### config.mk
export PLATFORM = sky130hd
export DESIGN_NAME = s_term_loopback_tester
export DESIGN_NICKNAME = d
export VERILOG_FILES = /design/src/rtl/s_term_loopback_tester.sv
export SDC_FILE = /design/constraint.sdc
export NUM_CORES = 1
export LEC_CHECK = 0
export CAP_MARGIN = 40
export CORE_MARGIN = 2
export CORE_UTILIZATION = 40
export DETAILED_ROUTE_END_ITERATION = 10
export PLACE_DENSITY_LB_ADDON = 0.12
export SLEW_MARGIN = 5
export SYNTH_ARGS = -nofsm -noshare
export SYNTH_HDL_FRONTEND = slang
export SYNTH_SLANG_ARGS = --single-unit
### constraint.sdc
create_clock -name UserCLK -period 2.96 [get_ports UserCLK]
set_input_delay 0.74 -clock UserCLK [delete_from_list [all_inputs] [get_ports UserCLK]]
set_output_delay 0.74 -clock UserCLK [all_outputs]
set_load 0.02 [all_outputs]
### src/rtl/s_term_loopback_tester.sv
// Built-in self-test driver for the south-edge terminal loopback: drives walking-one then
// PRBS vectors southbound and checks the index-reversed northbound return.
module s_term_loopback_tester #(
  parameter int          LOOP_LATENCY = 2,
  parameter int          NUM_PATTERNS = 64,
  parameter logic [35:0] LFSR_SEED    = 36'h0_0000_0001
) (
  input  logic        UserCLK,
  input  logic        resetn,
  input  logic        start,
  output logic        busy,
  output logic        done,
  output logic        pass,
  output logic [7:0]  err_count,
  output logic [7:0]  first_err_vec,
  output logic [35:0] first_err_mask,
  output logic [3:0]  S1BEG,
  output logic [7:0]  S2BEG,
  output logic [7:0]  S2BEGb,
  output logic [15:0] S4BEG,
  input  logic [3:0]  N1END,
  input  logic [7:0]  N2MID,
  input  logic [7:0]  N2END,
  input  logic [15:0] N4END
);

  // state  | meaning
  // IDLE   | outputs quiet, waiting for start
  // SETTLE | vector driven, waiting LOOP_LATENCY cycles for the return
  // CHECK  | compare returned wires against the driven vector
  // DONE   | results valid until the next start
  localparam logic [1:0] ST_IDLE   = 2'd0;
  localparam logic [1:0] ST_SETTLE = 2'd1;
  localparam logic [1:0] ST_CHECK  = 2'd2;
  localparam logic [1:0] ST_DONE   = 2'd3;

  localparam logic [7:0]  LAST_IDX = 8'(36 + NUM_PATTERNS - 1);
  localparam logic [3:0]  LAT_LOAD = 4'(LOOP_LATENCY - 1);
  localparam logic [35:0] SEED_EFF = (LFSR_SEED == 36'h0) ? 36'h1 : LFSR_SEED;

  logic [1:0]  r_state;
  logic [7:0]  r_idx;
  logic [3:0]  r_lat_cnt;
  logic [35:0] r_lfsr;
  logic [35:0] r_drive;
  logic [7:0]  r_err_count;
  logic [7:0]  r_first_err_vec;
  logic [35:0] r_first_err_mask;

  logic [35:0] w_ret;
  logic [35:0] w_lfsr_step;
  logic [35:0] w_next_vec;
  logic [7:0]  w_next_idx;
  logic        w_mismatch;
  logic        w_start_ok;

  // Undo the per-bundle index reversal so the return lines up with the driven vector.
  always_comb begin
    w_ret = '0;
    for (int i = 0; i < 4; i++)  w_ret[3 - i]       = N1END[i];
    for (int i = 0; i < 8; i++)  w_ret[4 + 7 - i]   = N2MID[i];
    for (int i = 0; i < 8; i++)  w_ret[12 + 7 - i]  = N2END[i];
    for (int i = 0; i < 16; i++) w_ret[20 + 15 - i] = N4END[i];
  end

  assign w_mismatch  = (w_ret != r_drive);
  assign w_lfsr_step = {r_lfsr[34:0], r_lfsr[35] ^ r_lfsr[24]};
  assign w_next_idx  = r_idx + 8'd1;
  assign w_start_ok  = start && ((r_state == ST_IDLE) || (r_state == ST_DONE));

  // r_lfsr always holds the PRBS vector of the current index once idx >= 36.
  always_comb begin
    w_next_vec = w_lfsr_step;
    if (w_next_idx < 8'd36) begin
      w_next_vec = 36'h1 << w_next_idx;
    end else if (w_next_idx == 8'd36) begin
      w_next_vec = r_lfsr;
    end
  end

  always_ff @(posedge UserCLK or negedge resetn) begin
    if (!resetn) begin
      r_state          <= ST_IDLE;
      r_idx            <= '0;
      r_lat_cnt        <= '0;
      r_lfsr           <= SEED_EFF;
      r_drive          <= '0;
      r_err_count      <= '0;
      r_first_err_vec  <= '0;
      r_first_err_mask <= '0;
    end else begin
      unique case (r_state)
        ST_IDLE, ST_DONE: begin
          if (w_start_ok) begin
            r_state          <= ST_SETTLE;
            r_idx            <= '0;
            r_lat_cnt        <= LAT_LOAD;
            r_lfsr           <= SEED_EFF;
            r_drive          <= 36'h1;
            r_err_count      <= '0;
            r_first_err_vec  <= '0;
            r_first_err_mask <= '0;
          end
        end
        ST_SETTLE: begin
          if (r_lat_cnt == 4'd0) begin
            r_state <= ST_CHECK;
          end else begin
            r_lat_cnt <= r_lat_cnt - 4'd1;
          end
        end
        ST_CHECK: begin
          if (w_mismatch) begin
            if (r_err_count != 8'hFF) begin
              r_err_count <= r_err_count + 8'd1;
            end
            if (r_err_count == 8'd0) begin
              r_first_err_vec  <= r_idx;
              r_first_err_mask <= r_drive ^ w_ret;
            end
          end
          if (r_idx == LAST_IDX) begin
            r_state <= ST_DONE;
            r_drive <= '0;
          end else begin
            r_state   <= ST_SETTLE;
            r_idx     <= w_next_idx;
            r_lat_cnt <= LAT_LOAD;
            r_drive   <= w_next_vec;
            if (r_idx >= 8'd36) begin
              r_lfsr <= w_lfsr_step;
            end
          end
        end
        default: r_state <= ST_IDLE;
      endcase
    end
  end

  assign busy           = (r_state == ST_SETTLE) || (r_state == ST_CHECK);
  assign done           = (r_state == ST_DONE);
  assign pass           = done && (r_err_count == 8'd0);
  assign err_count      = r_err_count;
  assign first_err_vec  = r_first_err_vec;
  assign first_err_mask = r_first_err_mask;

  assign S1BEG  = r_drive[3:0];
  assign S2BEG  = r_drive[11:4];
  assign S2BEGb = r_drive[19:12];
  assign S4BEG  = r_drive[35:20];

endmodule

==> out/qor.yml <==
sta:
  relSlewSlack_pct: 54.1
  worst_pin_slew_ps: 685
  hold_viol: 0
  fin_crit_sh_pct: 95.2
  fmax_mhz: 355
  slew_violations: 0
  fin_skew_ps: 8.87
  setup_viol: 0
  min_period_ps: 2820
global_route:
  antenna_found_initial: 1
  overflow: 0
  grt_pass1_wl_um: 34400
  busiest_layer: "met2"
  grtUsageMet2_pct: 36.6
  grt_start_max_net_pins: 68
  met3_usage_pct: 4.26
  grtUsageMet1_pct: 32.4
  grt_pass1_vias: 5865
  grt_usage_pct: 23.1
yosys:
  synth-seq-area-share_pct: 48.0
  postSynth.asyncResetShare_pct: 100
  mappedNetlistNets: 703
  ys_ff_latch: 138
  syn_inst: 653
  synth_edf_count: 0
  yosysUniqueCellTypes: 64
  yosys_warnings: 0
  synth_ff_type: "dfrtp_1"
  syn_avg_cell_area_um2: 11.0
  netlist_area_mm2: 0.00719
min_path:
  hp-class: "input port to asynchronous set/reset pin"
floorplanning:
  fp.dieW_um: 138
  die_h_um: 138
  start_util_pct: 40.4
  rows: 49
  io_pins: 130
  dieArea_mm2: 0.0191
  design.core.area_mm2: 0.0178
drt:
  drtPass1Iterations: 5
  remaining_drc_errors: 0
  wl_per_cell_um: 21.1
  first_iter_violations: 429
  vias_per_cell: 5.73
  dr_total_vias: 5983
  ant_nets: 0
  routed_wl_um: 22000
setup_path:
  crit_required_ps: 2220
  slowest_delay_ps: 590
  critical_path.endpoint_type: "output pin"
  cp_cell_sequence: "inv_1, ha_1, nor4b_2, and3_1, clkdlybuf4s50_1"
  critPathSlowestCell: "clkdlybuf4s50_1"
  crit_fanout: 4
  critPathKind: "flip-flop to output pin"
  cp-start-kind: "flip-flop"
  crit_arrival_ps: 2080
pwr:
  fin_total_pwr_mw: 7.21
  power.leakage_nw: 3.91
  p_per_area_mw_per_mm2: 753
  peakVddDrop_mv: 0.488
final_layout:
  synthToLayoutAreaGrowth_pct: 33.1
  fin_cells: 1045
  layout_commonest_cell: "dfrtp_1"
  register_area_mm2: 0.00345
  multiInputGateArea_mm2: 0.00345
  fin_util_pct: 53.8
  layout_common_cells: "dfrtp_1, clkdlybuf4s50_1, nand2_1, mux2i_1"
  final_nets: 852
  drive_gt1_share_pct: 15.1
  final.fill_count: 1593
cts:
  root_buffer: "clkbuf_16"
  clockBufferDepth: 2
  clk_latency_ps: 420
  clkSinkCount: 138
  cts_setup_buffers: 0
  cts_htree_levels: 4
  cts_tree: "done"
  numCtsBuffers: 17
  cts.clk_slew.worst_paths_ps: 60
  holdBufCountCts: 0
placement:
  gp_congestion: 0.919
  portBuffers: 129
  dp_hpwl_um: 16100
  post-place-cells: 1012
status:
  outcome: "finished clean"
flow_run:
  drv_cap: 0
-- worst paths after layout --
kind,endpoint,slack (ps),startpoint,depth (start not counted)
setup / recovery,pass,140,err_count[0],5
hold / removal,first_err_mask[21],270,resetn,1
setup reg to reg,r_drive[23],300,r_idx[1],9
hold reg to reg,first_err_mask[21],490,first_err_mask[21],1
max in group asynchronous,r_lfsr[0],1940,resetn,2
min in group UserCLK,first_err_mask[21],490,first_err_mask[21],1
-- report_power, final --
group,leakage [nW],internal (mW),switching [mW],total (mW)
Clock,0.280,1.32,0.817,2.14
Sequential,1.90,2.17,0.254,2.42
Combinational,1.73,1.09,1.56,2.65
Total,3.91,4.58,2.63,7.21
-- through the flow --
stage,hold slack [ps],instance area [µm²],setup WS (ps),TNS (ps)
2_1_floorplan,444,7190,593,0
3_3_place_gp,475,8970,-89.2,-3200
3_5_place_dp,476,8970,-97.5,-2990
4_1_cts,283,9560,23.9,0
5_1_grt,294,9570,-13.8,-13.8
6_report,269,9570,141,0
-- state kept, by name, summed over array words and instances, names as in the netlist --
signal and cells:
first_err_vec 8, r_drive 36, r_lat_cnt 4, r_idx 8, err_count 8, first_err_mask 36, r_state 2, r_lfsr 36
-- worst max-delay path: cells and delay by family (launching register included) --
| family | cells | cell delay (ps) |
|---|---|---|
| simple gates | 2 | 400 |
| flops | 1 | 410 |
| fa+ha+maj | 1 | 150 |
| buf+inv | 2 | 700 |
-- synthesized netlist by cell type, types with 3 or more instances --
master | number | share of area [%]
nor2_1 | 20 | 1.0
a31oi_1 | 4 | 0.35
a21o_1 | 3 | 0.31
a31o_2 | 3 | 0.37
and3_1 | 6 | 0.52
a32oi_1 | 10 | 1.2
o21ai_2 | 12 | 1.5
a22o_1 | 37 | 4.5
o2bb2ai_1 | 36 | 4.4
a22oi_1 | 26 | 2.7
clkbuf_1 | 24 | 1.3
buf_12 | 3 | 0.84
inv_1 | 14 | 0.73
nand3_1 | 8 | 0.56
o31ai_1 | 3 | 0.31
nand2_1 | 49 | 2.6
o21ai_1 | 7 | 0.49
a21oi_1 | 24 | 1.7
nand4_1 | 23 | 2.0
o21ai_0 | 12 | 0.84
mux2i_1 | 41 | 5.7
buf_6 | 3 | 0.47
xor2_1 | 3 | 0.37
xnor2_1 | 38 | 4.6
nor4_1 | 3 | 0.26
buf_2 | 12 | 0.84
o211ai_1 | 10 | 1.0
dfrtp_1 | 137 | 48
ha_1 | 11 | 1.9
a22oi_2 | 17 | 3.0
nor3_1 | 9 | 0.63
or3_1 | 3 | 0.26
-- per-layer routing --
| layer | up-vias | part of all wire, % |
|---|---|---|
| li1 | 2779 | - |
| met1 | 3007 | 45 |
| met2 | 161 | 48 |
| met3 | 36 | 4.5 |
| met4 | 0 | 2.1 |
| met5 | - | 0 |
-- cells by family (layout without fill, tap and decap cells) --
| logic type | count (synthesis) | in the layout | synth area share (%) |
|---|---|---|---|
| compound gates | 216 | 216 | 24.2 |
| simple gates | 145 | 145 | 10.6 |
| flops | 138 | 138 | 48.0 |
| buf+inv | 59 | 221 | 4.30 |
| mux | 43 | 43 | 6.02 |
| xor+xnor | 41 | 41 | 4.99 |
| fa+ha+maj | 11 | 11 | 1.91 |
| other cells | 0 | 1 | 0 |
-- what timing repair did --
action                                 4_1_cts  5_1_grt
setup endpoints to repair                    0        1
resized for setup                            0        1
endpoints found under the hold margin        0        0
-- cell type report --
| cell class | instances | share of cell area (%) |
|---|---|---|
| Sequential cell | 138 | 36.1 |
| Multi-Input combinational cell | 456 | 36.0 |
| Timing Repair Buffer | 175 | 18.2 |
| Clock buffer | 20 | 4.56 |
| Tap cell | 229 | 2.99 |
| Clock inverter | 12 | 1.57 |
| Inverter | 14 | 0.549 |
| Antenna cell | 1 | 0.0261 |
(Power assumes the default switching activity.)
==> variant 1, RTL diff (same settings) <==
Register the output `S2BEG`; this adds one clock of latency there. The other outputs are not delayed to match.
--- a/src/rtl/s_term_loopback_tester.sv
+++ b/src/rtl/s_term_loopback_tester.sv
@@ -146,5 +146,7 @@
 
   assign S1BEG  = r_drive[3:0];
-  assign S2BEG  = r_drive[11:4];
+  always_ff @(posedge UserCLK) begin
+    S2BEG <= r_drive[11:4];
+  end
   assign S2BEGb = r_drive[19:12];
   assign S4BEG  = r_drive[35:20];
Check against the original RTL: same outputs for any inputs over 10 cycles, from zero or initial values and one cycle with resetn low; that may be too few to reach the edited logic, so the function may still have changed.
==> variant 1 against the original RTL <==
  * Final area increased by 7.8%
  * Sequential cell count increased by 8
  * Total power decreased by 7.8%
  * Setup slack got worse by 0.022 ns
  * Routed wire length increased by 15%
  * Critical path depth increased by 4
  * Highest routed layer unchanged
  * Utilization decreased by 1.0 points
  * Die area increased by 11%
  * Largest cell class is now multi-input gates
  * Synthesized area increased by 11%
==> variant 1: results (changes against the original RTL) <==
\begin{tabular}{lr}
\hline
Metric & Value \\
\hline
\multicolumn{2}{l}{\textbf{Critical path}} \\
\quad Flop-to-flop setup slack & 0.28 ns (-0.02 ns) \\
\quad Crit path launch & N2END[3] \\
\quad Worst setup endpoint & err\_count[3] \\
\quad Cell family with the largest share of critical-path delay & simple AND/OR/NAND/NOR gates \\
\quad CP Data Arrival Time & 3.13 ns (+1.05 ns) \\
\quad Length in cells of the worst reg-to-reg path & 8 (-1) \\
\multicolumn{2}{l}{\textbf{Drt}} \\
\quad Number of vias per cell after detailed routing & 5.698 (-0.47\%) \\
\quad Met2 wire len & 11730 um (+10\%) \\
\quad Routed length on met3 & 1349 um (+36\%) \\
\quad Number of DRC violations after detailed-routing iteration 0 & 569 (+33\%) \\
\quad Wire length on met1 & 11550 um (+16\%) \\
\quad Number of iterations in the first detailed-routing pass & 6 (+1) \\
\multicolumn{2}{l}{\textbf{Synthesis}} \\
\quad Compound-gate portion of the synthesized area & 17.48\% (-6.7 points) \\
\quad Net count after synthesis & 887 (+26\%) \\
\quad Fraction of synthesized cell area in xor and xnor cells & 4.616\% (-0.38 points) \\
\quad Share of the yosys chip area belonging to registers & 45.36\% (-2.7 points) \\
\quad Mux share of post-synthesis cell area & 5.024\% (-1.0 points) \\
\quad Post-synthesis share of cell area spent on full adders, half adders and majority gates & 1.727\% (-0.19 points) \\
\multicolumn{2}{l}{\textbf{Place}} \\
\quad Detailed Place HPWL & 18500 um (+15\%) \\
\quad Post-place setup slack & -0.3147 ns (-0.2172 ns) \\
\quad Gpl congestion & 0.8908 (-3.1\%) \\
\multicolumn{2}{l}{\textbf{Power and ir drop}} \\
\quad Worst vdd ir & 413.4 uV (-15\%) \\
\quad Leakage & 0.004498 uW (+15\%) \\
\multicolumn{2}{l}{\textbf{Global routing}} \\
\quad First-pass GRT wire length & 40040 um (+16\%) \\
\quad Vias in the first global route & 6686 (+14\%) \\
\multicolumn{2}{l}{\textbf{Layout}} \\
\quad Antenna diode count & 0 (-1) \\
\quad Cell Count, Final, Fillers Out & 1246 (+19\%) \\
\quad Share of final-layout standard cells stronger than drive strength 1 & 12.64\% (-2.5 points) \\
\multicolumn{2}{l}{\textbf{Status}} \\
\quad Result of the run & finished clean \\
\multicolumn{2}{l}{\textbf{Timing}} \\
\quad Final worst path period need & 2.841 ns (+0.02210 ns) \\
\hline
\end{tabular}
==> variant 1: per-layer routing <==
| metal | vias up | global-route usage, % |
|---|---|---|
| li1 | 3314 | - |
| met1 | 3470 | 34.20 |
| met2 | 269 | 37.17 |
| met3 | 47 | 4.308 |
| met4 | 0 | 8.333 |
| met5 | - | 0 |
==> variant 1: cell type report <==
cell class,count,area (um2)
fillers,1835,9214
flip-flops and latches,146,3615
clock inverters,13,153.9
repair buffers,200,1878
inverters,17,63.81
multi-input cells,586,3837
clock buffers,19,432.9
well taps,265,331.6
==> variant 1: what timing repair did <==
| item | CTS | global route |
|---|---|---|
| hold buffers | 0 | 0 |
| gates resized for setup | 0 | 2 |
| endpoints found under the setup margin | 0 | 1 |
==> variant 1: power breakdown <==
group	leakage, uW	total (uW)	internal (uW)	switching [uW]
Sequential	0.00197	2340	2160	174
Combinational	0.00225	2140	762	1370
Clock	0.000279	2170	1260	911
==> variant 2, RTL diff (same flow settings) <==
Made on the original files. Change the parameter `NUM_PATTERNS` from 64 to 32.
--- a/src/rtl/s_term_loopback_tester.sv
+++ b/src/rtl/s_term_loopback_tester.sv
@@ -3,5 +3,5 @@
 module s_term_loopback_tester #(
   parameter int          LOOP_LATENCY = 2,
-  parameter int          NUM_PATTERNS = 64,
+  parameter int          NUM_PATTERNS = 32,
   parameter logic [35:0] LFSR_SEED    = 36'h0_0000_0001
 ) (
Check against the original RTL: same outputs for any inputs over 10 cycles, from zero or initial values and one cycle with resetn low; that may be too few to reach the edited logic, so the function may still have changed.
==> variant 2 against the original RTL <==
  * First-iteration DRC count is 31% higher
  * Count of clock-buffer cells in the layout is 2 lower
  * Clock skew is 0.0032 ns higher
  * Final area is 7.5% higher
  * Non-clock buffer count is 10 higher
  * Clock power is 9.3% higher
  * Setup slack better by 0.076 ns
  * Sequential cell count stayed put
  * Utilization is 0.64 points lower
  * Routed wire length is 13% higher
  * Total power is 0.64% lower
  * Via count is 18% higher
  * Synthesized area is 8.7% higher
  * Critical endpoint is now first_err_vec[2]
  * Highest routed layer unchanged
==> variant 2: results (changes against the original RTL) <==
\begin{tabular}{lr}
\hline
Metric & Value \\
\hline
\multicolumn{2}{l}{\textbf{Status}} \\
\quad Result of the run & finished clean \\
\multicolumn{2}{l}{\textbf{Power and ir drop}} \\
\quad Sequential logic power & 2230 uW (-8\%) \\
\quad Leakage & 0.004272 uW (+9.2\%) \\
\quad Total clock network power & 2340 uW (+9.3\%) \\
\quad Worst vdd ir & 368.0 uV (-25\%) \\
\multicolumn{2}{l}{\textbf{Critical path}} \\
\quad Worst r2r src & r\_idx[0] \\
\quad CP Data Arrival Time & 3.02 ns (+0.94 ns) \\
\quad Cell family with the largest share of critical-path delay & simple AND/OR/NAND/NOR gates \\
\quad Standard cell with the maximum stage delay on the critical path & sky130\_fd\_sc\_hd\_\_or4\_4 \\
\quad Flop-to-flop setup slack & 0.22 ns (-0.08 ns) \\
\quad Highest net fanout along the worst path & 27 (+23) \\
\multicolumn{2}{l}{\textbf{Synthesis}} \\
\quad Mux share of post-synthesis cell area & 3.457\% (-2.6 points) \\
\quad Most used standard cells in the synthesized netlist & 186 x sky130\_fd\_sc\_hd\_\_nand2\_1, 137 x sky130\_fd\_sc\_hd\_\_dfrtp\_1, 60 x sky130\_fd\_sc\_hd\_\_o221ai\_1 \\
\quad Mean Syn Cell Area & 9.396 um2 (-15\%) \\
\quad Net count after synthesis & 882 (+25\%) \\
\quad Compound-gate portion of the synthesized area & 21.24\% (-2.9 points) \\
\quad Post-synthesis share of cell area spent on full adders, half adders and majority gates & 1.761\% (-0.15 points) \\
\quad Share of the yosys chip area belonging to registers & 44.19\% (-3.9 points) \\
\quad Fraction of synthesized cell area in xor and xnor cells & 4.481\% (-0.51 points) \\
\quad Ranking of synthesized cells by area & sky130\_fd\_sc\_hd\_\_dfrtp\_1 44\%, sky130\_fd\_sc\_hd\_\_nand2\_1 8.9\%, sky130\_fd\_sc\_hd\_\_o221ai\_1 6.7\% \\
\quad Count of distinct cell types in the synthesized netlist & 69 (+7.8\%) \\
\multicolumn{2}{l}{\textbf{Drt}} \\
\quad Routed vias & 7068 (+18\%) \\
\quad Number of iterations in the first detailed-routing pass & 7 (+2) \\
\quad Routed Wire Length & 24800 um (+13\%) \\
\multicolumn{2}{l}{\textbf{Place}} \\
\quad Gpl congestion & 0.8662 (-5.8\%) \\
\multicolumn{2}{l}{\textbf{Layout}} \\
\quad Share of final-layout standard cells stronger than drive strength 1 & 12.04\% (-3.0 points) \\
\quad Number of nets in the final layout & 1025 (+20\%) \\
\quad Antenna diode count & 0 (-1) \\
\quad Layout overhead on the synthesized area & 31.55\% \\
\quad Cell Count, Final, Fillers Out & 1253 (+20\%) \\
\multicolumn{2}{l}{\textbf{Global routing}} \\
\quad Initial antenna violation count & 0 (-1) \\
\quad Maximum number of pins on one net before global-route repair & 77 (+13\%) \\
\quad Overall fraction of global-route tracks in use & 24.38\% (+1.3 points) \\
\multicolumn{2}{l}{\textbf{Timing}} \\
\quad Slew margin rel. & 51.50\% (-2.7 points) \\
\quad Setup skew after layout & 0.01210 ns (+0.003226 ns) \\
\hline
\end{tabular}
variant 2: routing by layer:
layer  global-route usage [%]  wire length, um  up-vias
li1                         -                -     3344
met1                    35.59            11740     3474
met2                    37.32            11420      223
met3                    3.965             1251       27
met4                    7.018              394        0
met5                        0                0        -
variant 2: metrics by stage:
step | hold slack (ns) | instance area [um2] | setup TNS, ns | total power, uW | setup slack (ns)
6_report | 0.2489 | 10280 | 0 | 7160 | 0.2167
5_1_grt | 0.2814 | 10280 | 0 | 7485 | 0.08189
4_1_cts | 0.2657 | 10280 | 0 | 7172 | 0.2230
3_5_place_dp | 0.4995 | 9643 | -7.728 | 4831 | -0.2263
3_3_place_gp | 0.4943 | 9615 | -11.83 | 4783 | -0.2765
2_1_floorplan | 0.4444 | 7818 | 0 | 3706 | 0.5923
variant 2: area by class of cell:
cell class | instances | area (um2) | area share, %
clock inverter | 14 | 202.7 | 1.971
inverter | 13 | 48.80 | 0.4745
timing repair buffer | 185 | 1782 | 17.33
multi-input combinational | 620 | 4025 | 39.14
sequential | 138 | 3455 | 33.59
tap | 265 | 331.6 | 3.224
clock buffer | 18 | 439.2 | 4.271
variant 2: what timing repair did:
item                                    CTS  global route
resized for setup                         1             0
hold buffers                              0             0
setup buffers                             0             0
endpoints found under the setup margin    1             0
variant 2: worst max-delay path by stage:
stage                 startpoint                 to  cells after the start
floorplan               N2MID[3]  first_err_mask[0]                      7
global placement        N4END[5]  first_err_mask[9]                      8
detailed placement      N2MID[3]   first_err_vec[0]                      8
CTS                 err_count[0]               pass                      5
global route        err_count[0]               pass                      5
finish                  N2MID[3]   first_err_vec[2]                      8
variant 2: cells by family after synthesis:
logic type | Yosys count
DFF | 138
muxes | 27
AOI/OAI and AO/OA | 215
and+or+nand+nor | 327
xor gates and xnor gates | 40
adders and majority gates | 11
buffers and inverters | 74
